## src/rtl/mem_access_stage_pkg.sv

```systemverilog
// Shared types for the memory-access stage: FSM state encoding and the
// default datapath width used by the stage, its interface and its timer.
package mem_stage_pkg;

    localparam int DATA_W_DEF = 16;

    typedef enum logic [1:0] {
        IDLE      = 2'd0,
        ISSUE     = 2'd1,
        WAIT_RESP = 2'd2,
        DONE      = 2'd3
    } state_t;

endpackage

```

## src/rtl/mem_access_stage_if.sv

```systemverilog
// Data-memory request/response bus.
// master (stage): drives dmem_req/we/addr/wdata; samples ready/rvalid/rdata.
// slave (memory): the reverse.
interface mem_access_stage_if
    import mem_stage_pkg::*;
#(
    parameter int DATA_W = DATA_W_DEF
);
    logic              dmem_req;
    logic              dmem_we;
    logic [DATA_W-1:0] dmem_addr;
    logic [DATA_W-1:0] dmem_wdata;
    logic              dmem_ready;
    logic              dmem_rvalid;
    logic [DATA_W-1:0] dmem_rdata;

    modport master (
        output dmem_req, dmem_we, dmem_addr, dmem_wdata,
        input  dmem_ready, dmem_rvalid, dmem_rdata
    );

    modport slave (
        input  dmem_req, dmem_we, dmem_addr, dmem_wdata,
        output dmem_ready, dmem_rvalid, dmem_rdata
    );
endinterface

```

## src/rtl/mem_wait_timer.sv

```systemverilog
// Transaction wait counter: clr_i zeroes it, en_i advances it; it saturates
// at MAX_WAIT-1 where tc_o is raised.
// Ports: clk, rst (sync, active-high), clr_i, en_i, tc_o.
module mem_wait_timer #(
    parameter int MAX_WAIT = 16
) (
    input  logic clk,
    input  logic rst,
    input  logic clr_i,
    input  logic en_i,
    output logic tc_o
);
    localparam int CW = (MAX_WAIT > 2) ? $clog2(MAX_WAIT) : 1;

    logic [CW-1:0] cnt_q;

    assign tc_o = (cnt_q == CW'(MAX_WAIT - 1));

    always_ff @(posedge clk) begin
        if (rst) begin
            cnt_q <= '0;
        end else if (clr_i) begin
            cnt_q <= '0;
        end else if (en_i && !tc_o) begin
            cnt_q <= cnt_q + 1'b1;
        end
    end
endmodule

```

## src/rtl/mem_access_stage.sv

```systemverilog
// Memory stage: turns load/store requests into a handshaked dmem
// transaction, stalls until done, flags illegal accesses and timeouts.
// Ports: clk, rst (sync, active-high); mem_read/mem_write/addr/wdata from
// EX/MEM; bus (dmem master); mem_data, stall, mem_err to MEM/WB.
module mem_access_stage
    import mem_stage_pkg::*;
#(
    parameter int DATA_W   = DATA_W_DEF,
    parameter int MAX_WAIT = 16
) (
    input  logic                clk,
    input  logic                rst,
    input  logic                mem_read,
    input  logic                mem_write,
    input  logic [DATA_W-1:0]   addr,
    input  logic [DATA_W-1:0]   wdata,
    mem_access_stage_if.master  bus,
    output logic [DATA_W-1:0]   mem_data,
    output logic                stall,
    output logic                mem_err
);
    state_t            state_q, state_d;
    logic              req_q, req_d;
    logic              we_q, we_d;
    logic [DATA_W-1:0] addr_q, addr_d;
    logic [DATA_W-1:0] wdata_q, wdata_d;
    logic [DATA_W-1:0] data_q, data_d;
    logic              err_q, err_d;
    logic              tmr_clr, tmr_en, tmo;
    logic              access, legal;

    assign access = mem_read | mem_write;
    // Exactly one request kind, halfword aligned.
    assign legal  = (mem_read ^ mem_write) & ~addr[0];
    assign stall  = access & (state_q != DONE);

    assign bus.dmem_req   = req_q;
    assign bus.dmem_we    = we_q;
    assign bus.dmem_addr  = addr_q;
    assign bus.dmem_wdata = wdata_q;
    assign mem_data       = data_q;
    assign mem_err        = err_q;

    mem_wait_timer #(
        .MAX_WAIT(MAX_WAIT)
    ) u_timer (
        .clk  (clk),
        .rst  (rst),
        .clr_i(tmr_clr),
        .en_i (tmr_en),
        .tc_o (tmo)
    );

    always_comb begin
        state_d = state_q;
        req_d   = req_q;
        we_d    = we_q;
        addr_d  = addr_q;
        wdata_d = wdata_q;
        data_d  = data_q;
        err_d   = err_q;
        tmr_clr = 1'b0;
        tmr_en  = 1'b0;
        unique case (state_q)
            IDLE: begin
                if (access) begin
                    if (legal) begin
                        addr_d  = addr;
                        wdata_d = wdata;
                        we_d    = mem_write;
                        req_d   = 1'b1;
                        tmr_clr = 1'b1;
                        state_d = ISSUE;
                    end else begin
                        err_d   = 1'b1;
                        state_d = DONE;
                    end
                end
            end
            ISSUE: begin
                tmr_en = 1'b1;
                // Handshake completion wins over a same-cycle timeout.
                if (bus.dmem_ready) begin
                    req_d   = 1'b0;
                    state_d = we_q ? DONE : WAIT_RESP;
                end else if (tmo) begin
                    req_d   = 1'b0;
                    err_d   = 1'b1;
                    data_d  = '0;
                    state_d = DONE;
                end
            end
            WAIT_RESP: begin
                tmr_en = 1'b1;
                if (bus.dmem_rvalid) begin
                    data_d  = bus.dmem_rdata;
                    state_d = DONE;
                end else if (tmo) begin
                    err_d   = 1'b1;
                    data_d  = '0;
                    state_d = DONE;
                end
            end
            DONE: begin
                state_d = IDLE;
            end
        endcase
    end

    always_ff @(posedge clk) begin
        if (rst) begin
            state_q <= IDLE;
            req_q   <= 1'b0;
            we_q    <= 1'b0;
            addr_q  <= '0;
            wdata_q <= '0;
            data_q  <= '0;
            err_q   <= 1'b0;
        end else begin
            state_q <= state_d;
            req_q   <= req_d;
            we_q    <= we_d;
            addr_q  <= addr_d;
            wdata_q <= wdata_d;
            data_q  <= data_d;
            err_q   <= err_d;
        end
    end
endmodule

```

## src/flat_wrapper.sv

```systemverilog
// flat-port wrapper written by rule: the top's interface ports become plain ports
module mem_access_stage_flat import mem_stage_pkg::*;
#(
    parameter int DATA_W   = DATA_W_DEF,
    parameter int MAX_WAIT = 16
)
  (clk, rst, mem_read, mem_write, addr, wdata, mem_data, stall, mem_err, bus_dmem_req, bus_dmem_we, bus_dmem_addr, bus_dmem_wdata, bus_dmem_ready, bus_dmem_rvalid, bus_dmem_rdata);
  mem_access_stage_if #(.DATA_W(DATA_W)) bus_i ();
  input  logic clk;
  input  logic rst;
  input  logic mem_read;
  input  logic mem_write;
  input  logic [DATA_W-1:0] addr;
  input  logic [DATA_W-1:0] wdata;
  output logic [DATA_W-1:0] mem_data;
  output logic stall;
  output logic mem_err;
  output wire logic [$bits(bus_i.dmem_req)-1:0] bus_dmem_req;
  output wire logic [$bits(bus_i.dmem_we)-1:0] bus_dmem_we;
  output wire logic [$bits(bus_i.dmem_addr)-1:0] bus_dmem_addr;
  output wire logic [$bits(bus_i.dmem_wdata)-1:0] bus_dmem_wdata;
  input wire logic [$bits(bus_i.dmem_ready)-1:0] bus_dmem_ready;
  input wire logic [$bits(bus_i.dmem_rvalid)-1:0] bus_dmem_rvalid;
  input wire logic [$bits(bus_i.dmem_rdata)-1:0] bus_dmem_rdata;
  assign bus_dmem_req = bus_i.dmem_req;
  assign bus_dmem_we = bus_i.dmem_we;
  assign bus_dmem_addr = bus_i.dmem_addr;
  assign bus_dmem_wdata = bus_i.dmem_wdata;
  assign bus_i.dmem_ready = bus_dmem_ready;
  assign bus_i.dmem_rvalid = bus_dmem_rvalid;
  assign bus_i.dmem_rdata = bus_dmem_rdata;
  mem_access_stage #(.DATA_W(DATA_W), .MAX_WAIT(MAX_WAIT)) u_core (.clk(clk), .rst(rst), .mem_read(mem_read), .mem_write(mem_write), .addr(addr), .wdata(wdata), .bus(bus_i), .mem_data(mem_data), .stall(stall), .mem_err(mem_err));
endmodule
```

## config.mk

```make
export PLATFORM = sky130hd
export DESIGN_NAME = mem_access_stage_flat
export DESIGN_NICKNAME = d
export VERILOG_FILES = /design/src/rtl/mem_access_stage_pkg.sv /design/src/rtl/mem_access_stage_if.sv /design/src/rtl/mem_wait_timer.sv /design/src/rtl/mem_access_stage.sv /design/src/flat_wrapper.sv
export SDC_FILE = /design/constraint.sdc
export NUM_CORES = 1
export LEC_CHECK = 0
export CAP_MARGIN = 25
export CORE_MARGIN = 2
export CORE_UTILIZATION = 46
export CTS_BUF_LIST = sky130_fd_sc_hd__clkbuf_2
export DETAILED_ROUTE_END_ITERATION = 8
export GPL_ROUTABILITY_DRIVEN = 0
export MAX_ROUTING_LAYER = met4
export PLACE_DENSITY = 0.86
export SLEW_MARGIN = 40
export SYNTH_ARGS = -nofsm -noshare
export SYNTH_HDL_FRONTEND = slang
export SYNTH_SLANG_ARGS = --single-unit
```

## constraint.sdc

```tcl
create_clock -name clk -period 2.68 [get_ports clk]
set_input_delay 0.268 -clock clk [delete_from_list [all_inputs] [get_ports clk]]
set_output_delay 0.268 -clock clk [all_outputs]
set_load 0.005 [all_outputs]
```

==> results of run 1 <==
-- Yosys cell counts, drive strengths merged --
cell type  number
nand2          84
dfxtp          57
a21oi          51
nand3          18
buf             9
clkbuf          7
ha              7
nor2            7
inv             6
nor3            4
o21ai           3
and3            2
a211oi          1
a21boi          1
a221o           1
a311oi          1
a31oi           1
and2            1
and4b           1
mux2            1
mux2i           1
nand2b          1
nand3b          1
nand4           1
nor2b           1
nor3b           1
nor4            1
o211ai          1
o21a            1
o21bai          1
o22ai           1
xor2            1
-- area by class of cell --
cell class | count | area, um2 | area share, %
Sequential cell | 57 | 1140 | 32.2
Timing Repair Buffer | 109 | 1090 | 30.8
Multi-Input combinational cell | 196 | 1050 | 29.7
Clock inverter | 3 | 90.1 | 2.55
Tap cell | 67 | 83.8 | 2.37
Clock buffer | 12 | 60.1 | 1.70
Inverter | 6 | 22.5 | 0.636
-- metal layers --
layer,part of all wire (%),vias up
li1,-,1137
met1,44,1001
met2,45,89
met3,9.1,10
met4,2.0,0
met5,0,-
-- power breakdown --
| group | switching (mW) | total [mW] | internal, mW |
|---|---|---|---|
| clock | 0.296 | 0.706 | 0.411 |
| sequential | 0.0758 | 1.04 | 0.962 |
| combinational | 0.390 | 0.804 | 0.414 |
| total | 0.761 | 2.55 | 1.79 |
-- critical path: stages --
cell and delay (ps):
clkdlybuf4s50_1 490, inv_1 50, ha_1 230, nor2_1 110
clkdlybuf4s50_1 500
-- flip-flops by register name (all words and copies together) (netlist names) --
register               cells
u_core.bus.dmem_addr      16
u_core.bus.dmem_wdata     16
u_core.mem_data           16
u_core.u_timer.cnt_q       4
u_core.state_q             2
u_core.bus.dmem_req        1
u_core.bus.dmem_we         1
u_core.mem_err             1
-- kinds of logic after synthesis --
group,after synthesis
AO/OA/AOI/OAI,63
XOR/XNOR,1
adder cells (fa/ha/maj),7
buffers and inverters,22
flip-flops,57
multiplexers,2
AND/OR/NAND/NOR,123
-- path summary, 6_finish.rpt --
kind | slack [ps] | from | cells past startpoint | end
setup reg to reg | 920 | u_core.state_q[1] | 6 | u_core.mem_data[12]
hold reg to reg | 460 | u_core.bus.dmem_wdata[11] | 2 | u_core.bus.dmem_wdata[11]
setup / recovery | 770 | mem_write | 5 | stall
hold / removal | 330 | addr[2] | 3 | u_core.bus.dmem_addr[2]
==> metrics.md, run 1 <==
| Metric | Value |
|---|---|
| Outcome | complete, no violations |
| Clk sinks | 57 |
| Number of port buffers | 105 |
| Clk_lat worst skew | 460 ps |
| Setup TNS | 0 ps |
| Root buf cell | clkbuf_2 |
| Core Rows | 25 |
| Ant. Diodes | 0 |
| Core area | 4790 um2 |
| DIE WIDTH | 74.8 um |
| Crit end category | primary output |
| Syn. warnings | 0 |
| Min Hold Slack | 331 ps |
| Finished Cell Area | 3540 um2 |
| Htree depth | 3 |
| GR Layer Usage met3 | 7.36% |
| Mapped cell area | 2300 um2 |
| Synth Area in Compound Gates | 14.9% |
| Largest family of logic cells by synthesized area | simple AND/OR/NAND/NOR gates |
| Die height | 74.8 um |
| Placed cell count | 435 |
| Final WS setup | 765 ps |
| Clk pin slew, worst setup/hold paths | 160 ps |
| Number of synthesized register bits | 57 |
| Leak | 1.27 nW |
| Post-Synth Simple-Gate Area | 25.5% |
| Cell variety after synth | 39 |
| Fin. Hold Viols | 0 |
| Final cell count without fillers | 450 |
| Most common cell after layout, fill and taps aside | clkdlybuf4s50_1 |
| Synthesis-to-layout area growth | 53.5% |
| First-pass GRT wire length | 9270 um |
| Global route hottest layer | met2 |
| Setup Skew | 16.7 ps |
| Dpl hpwl | 4020 um |
| # fillers | 375 |
| Area share of xor/xnor cells in the synthesized design | 0.380% |
| Initial Util | 48.2% |
| Max IR drop VDD | 0.000510 V |
| Synth top area share | 49.5% |
| Initial antenna violation count | 0 |
| DRT antenna net count | 0 |
| Mux cell area share after synthesis | 0.923% |
| Hold Path Class | input pin to flop |
| Power, Total | 2.55 mW |
| Num ports | 106 |
| Final Util | 73.9% |
| Largest net degree at the start of global routing | 37 |
| DR iter-0 viols | 106 |
| Setup crit start kind | input pin |
| Setup-failing EPs final | 0 |
| Slew Viols, Final | 0 |
| Via/cell ratio | 4.97 |
| Top cells by area, synth | dfxtp_1 50%, nand2_1 14%, a21oi_1 11%, nand3_2 4.8%, ha_1 3.8% |
| Die ar. | 5590 um2 |
| Met2 Use GR | 35.8% |
| Fraction of layout cells with a size suffix above 1 | 9.66% |
| Critical Path Fanout Max | 4 |
| Synth Instances | 275 |
| Critical path class | input pin to primary output |
| Max-cap violations | 0 |
| Synth Net Count | 336 |
| Worst Max-Slew Pin Slew | 661 ps |
| DRC Markers | 0 |
| Tot GR Track Use | 22.6% |
| Avg Inst Size Synth | 8.38 um2 |
| Period utilisation layout | 71.4% |
| Post-CTS sizing | 0 |
| Cell Pwr Density | 720 nW/um2 |
| CTS Buf Count | 9 |
| Vias in the first global route | 2,141 |
| Via count | 2,237 |
| Commonest cells after routing, fill and taps aside | 104 x clkdlybuf4s50_1, 83 x nand2_1, 57 x dfxtp_1 |
| Clock Path Buffers | 2 |
| Gr ovfl total | 0 |
| Wire per inst | 12.9 um |
| Area share of fa/ha/maj cells after synthesis | 3.80% |
| RSZ-0062 raised after global routing | false |
| Fmax | 522 MHz |
| Placed inst area | 3390 um2 |
| Post-CTS Hold Buffers | 0 |
| Sequential fraction of the synthesis area | 49.5% |
| CP arrival | 1650 ps |
| Final #Nets | 440 |
| Total wire length | 5800 um |
| Setup Fix Bufs, Post-CTS | 0 |
| Crit path time final | 1910 ps |
| CTS tree | yes |
| DRT Pass-1 Iters | 4 |
| CP required | 2410 ps |
| Placement Setup Slack | 599 ps |
| Synth area leader | dfxtp_1 |
| Grt met1 use | 25.6% |
| Max-slew headroom | 55.9% |
Note: power is estimated with default switching activity, not from simulation.
==> run 2: changes to the inputs <==
--- a/config.mk
+++ b/config.mk
@@ -7,12 +7,12 @@
 export LEC_CHECK = 0
 export CAP_MARGIN = 25
 export CORE_MARGIN = 2
-export CORE_UTILIZATION = 46
+export CORE_UTILIZATION = 38
 export CTS_BUF_LIST = sky130_fd_sc_hd__clkbuf_2
 export DETAILED_ROUTE_END_ITERATION = 8
 export GPL_ROUTABILITY_DRIVEN = 0
 export MAX_ROUTING_LAYER = met4
-export PLACE_DENSITY = 0.86
+export PLACE_DENSITY = 0.76
 export SLEW_MARGIN = 40
 export SYNTH_ARGS = -nofsm -noshare
 export SYNTH_HDL_FRONTEND = slang
==> constraint.sdc (replaced) <==
create_clock -name clk -period 1.7 [get_ports clk]
set_input_delay 0.17 -clock clk [delete_from_list [all_inputs] [get_ports clk]]
set_output_delay 0.17 -clock clk [all_outputs]
set_load 0.005 [all_outputs]
==> run 2 against run 1 <==
Sequential share of layout area shrank 1.2 points. Core utilization shrank 11 points. Die area grew 20%. Wire length grew 1.8%. Worst hold slack lost 190 ps. Cell count grew 4.7%. Setup slack lost 710 ps. Critical path depth grew 2. Non-clock buffer count grew 12. Critical endpoint is now u_core.state_q[0]. Largest cell class is now non-clock buffers.
==> metrics.md, run 2 (same netlist as run 1, synthesis figures left out) <==
| Metric | Value |
|---|---|
| First-pass GRT wire length | 8820 um (-4.8%) |
| CP Depth | 7 (+2) |
| Max-cap violations | 0 (unchanged) |
| Critical Path Fanout Max | 4 (unchanged) |
| Internal power | 2.65 mW (+48%) |
| Number of port buffers | 105 (unchanged) |
| Initial Util | 39.2% (-9.0 points) |
| Tot GR Track Use | 17.8% (-4.8 points) |
| Die ar. | 6700 um2 (+20%) |
| Multi-input gate area | 1080 um2 (+2.7%) |
| Core Rows | 28 (+12%) |
| Ant. Diodes | 0 (unchanged) |
| Crit path time final | 1650 ps |
| Fmax | 607 MHz |
| Max IR drop VDD | 0.000514 V (+0.86%) |
| Via/cell ratio | 4.77 (-4.0%) |
| Setup Skew | 20.3 ps (+3.60 ps) |
| Largest stage delay on the critical path | 360 ps (-140 ps) |
| Commonest cells after routing, fill and taps aside | 103 x clkdlybuf4s50_1, 83 x nand2_1, 55 x dfxtp_1 |
| Worst r2r path cells | 7 (+1) |
| Clk_lat worst skew | 470 ps (about the same) |
| Combinational share of power | 37.8% (+6.2 points) |
| DRT Pass-1 Iters | 4 (unchanged) |
| Slew Viols, Final | 0 (unchanged) |
| Setup-failing EPs final | 0 (unchanged) |
| Final cell count without fillers | 471 (+4.7%) |
| Num ports | 106 (unchanged) |
| Outcome | complete, no violations |
| Worst Max-Slew Pin Slew | 531 ps (-130 ps) |
| Vias in the first global route | 2,102 (-1.8%) |
| Total wire length | 5900 um (+1.8%) |
| WP buf/inv | 2 (-1) |
| Slowest-stage cell, CP | dfxtp_2 |
| Switching share of power | 32.7% (+2.8 points) |
| Hold Path Class | input pin to flop |
| DR iter-0 viols | 84 (-21%) |
| CP cell instances | buf_4, inv_2, ha_1, and2_4, a221o_1, nor3_1, a211oi_1 |
| Clk sinks | 57 (unchanged) |
| Min Hold Slack | 145 ps (-187 ps) |
| Crit end category | flop |
| Via count | 2,247 (+0.45%) |
| Dpl hpwl | 4240 um (+5.5%) |
| Clock Path Buffers | 2 (unchanged) |
| CP required | 2060 ps (-350 ps) |
| Most common cell after layout, fill and taps aside | clkdlybuf4s50_1 |
| R2r endpoint | u_core.state_q[0] |
| Worst Setup EP | u_core.state_q[0] |
| Wire per inst | 12.5 um (-2.7%) |
| Clk pin slew, worst setup/hold paths | 160 ps (about the same) |
| Final #Nets | 452 (+2.7%) |
| Gr ovfl total | 0 (unchanged) |
| Htree depth | 3 (unchanged) |
| DRC Markers | 0 (unchanged) |
| Largest net degree at the start of global routing | 33 (-11%) |
| Leak | 1.33 nW (+4.8%) |
| Root buf cell | clkbuf_2 |
| Net Sw Power | 1.28 mW (+69%) |
| Worst setup path start | u_core.state_q[1] |
| Reg2reg start | u_core.state_q[1] |
| Core area | 5890 um2 (+23%) |
| RSZ-0062 raised after global routing | true |
| DIE WIDTH | 81.9 um (+9.5%) |
| Clock share of power | 20.7% (-7.0 points) |
| Synthesis-to-layout area growth | 59.8% |
| Placed cell count | 451 (+3.7%) |
| Period utilisation layout | 96.8% |
| Setup crit start kind | flop |
| Initial antenna violation count | 0 (unchanged) |
| DRT antenna net count | 0 (unchanged) |
| Fin. Hold Viols | 0 (unchanged) |
| Cell Pwr Density | 1070 nW/um2 (+48%) |
| Post-CTS Hold Buffers | 0 (unchanged) |
| Sequential power share | 41.5% (+0.8 points) |
| Critical path class | flop to flop |
| # fillers | 536 (+43%) |
| FF/Latch Area | 1140 um2 (+0.22%) |
| Die height | 81.9 um (+9.5%) |
| CTS tree | yes |
| Fraction of layout cells with a size suffix above 1 | 13.6% (+4.0 points) |
| Worst reg2reg setup slack | 50 ps (-870 ps) |
| Max-slew headroom | 64.6% (+8.7 points) |
| CP arrival | 2010 ps (+360 ps) |
| CTS Buf Count | 9 (unchanged) |
| Crit path max-delay family | simple AND/OR/NAND/NOR gates |
run 2: changes by cell type in the layout (fill, tap and decap cells not counted), moves of 2 or more:
cell	previous run	this run
bufinv_16	3	1
dfxtp_1	57	55
ha_1	7	5
clkinv_2	0	4
buf_12	1	3
clkbuf_2	12	9
buf_4	3	8
buf_6	0	4
dfxtp_2	0	2
run 2: worst min-delay path by stage:
stage / startpoint / to / slack [ps] / cells after the start
CTS: rst / u_core.mem_err / 130 / 2
global route: rst / u_core.mem_err / 130 / 2
global placement: u_core.bus.dmem_addr[12] / u_core.bus.dmem_addr[12] / 440 / 2
detailed placement: u_core.bus.dmem_wdata[13] / u_core.bus.dmem_wdata[13] / 450 / 2
finish: rst / u_core.mem_err / 140 / 2
floorplan: bus_dmem_rdata[0] / u_core.mem_data[0] / 310 / 2
run 2: area by class of cell:
class,instances,share of cell area (%)
Clock buffer,9,1.22
Clock inverter,7,1.66
Inverter,6,0.612
Multi-Input combinational cell,196,29.4
Sequential cell,57,31.1
Tap cell,75,2.55
Timing Repair Buffer,121,33.5
run 2: power groups by stage:
| stage | clock [mW] | combinational (mW) | sequential [mW] |
|---|---|---|---|
| floorplan | 0 | 0.722 | 1.66 |
| global placement | 0 | 1.30 | 1.66 |
| detailed placement | 0 | 1.32 | 1.66 |
| CTS | 0.838 | 1.37 | 1.63 |
| global route | 0.904 | 1.65 | 1.65 |
| finish | 0.813 | 1.49 | 1.63 |
run 2: stage by stage:
| stage | cell area [um2] | total power [mW] | util (%) | setup WS, ps | TNS, ps |
|---|---|---|---|---|---|
| 2_1_floorplan | 2300 | 2.38 | - | 177 | 0 |
| 3_3_place_gp | 3470 | 2.95 | 59.0 | -53.5 | -1030 |
| 4_1_cts | 3590 | 3.84 | 61.1 | 22.5 | 0 |
| 5_1_grt | 3680 | 4.20 | 62.6 | -44.1 | -501 |
| 6_report | 3680 | 3.93 | 62.6 | 53.6 | 0 |
| 3_5_place_dp | 3470 | 2.98 | 59.0 | -83.8 | -1900 |
run 2: metal layers:
layer / routed length, um / share of wire, % / track usage, % / up-vias
met1: 2620 / 44 / 20.2 / 1003
met4: 70 / 1.2 / 6.50 / 0
met2: 2780 / 47 / 29.3 / 83
met5: 0 / 0 / - / -
li1: - / - / - / 1153
met3: 432 / 7.3 / 5.82 / 8
run 2: timing repair:
item                                    CTS  global route
pin swaps                                 0             2
resized for setup                         3            10
hold endpoints to repair                  0             0
buffers inserted                          2             1
endpoints found under the setup margin    1            47
gates cloned                              0             1
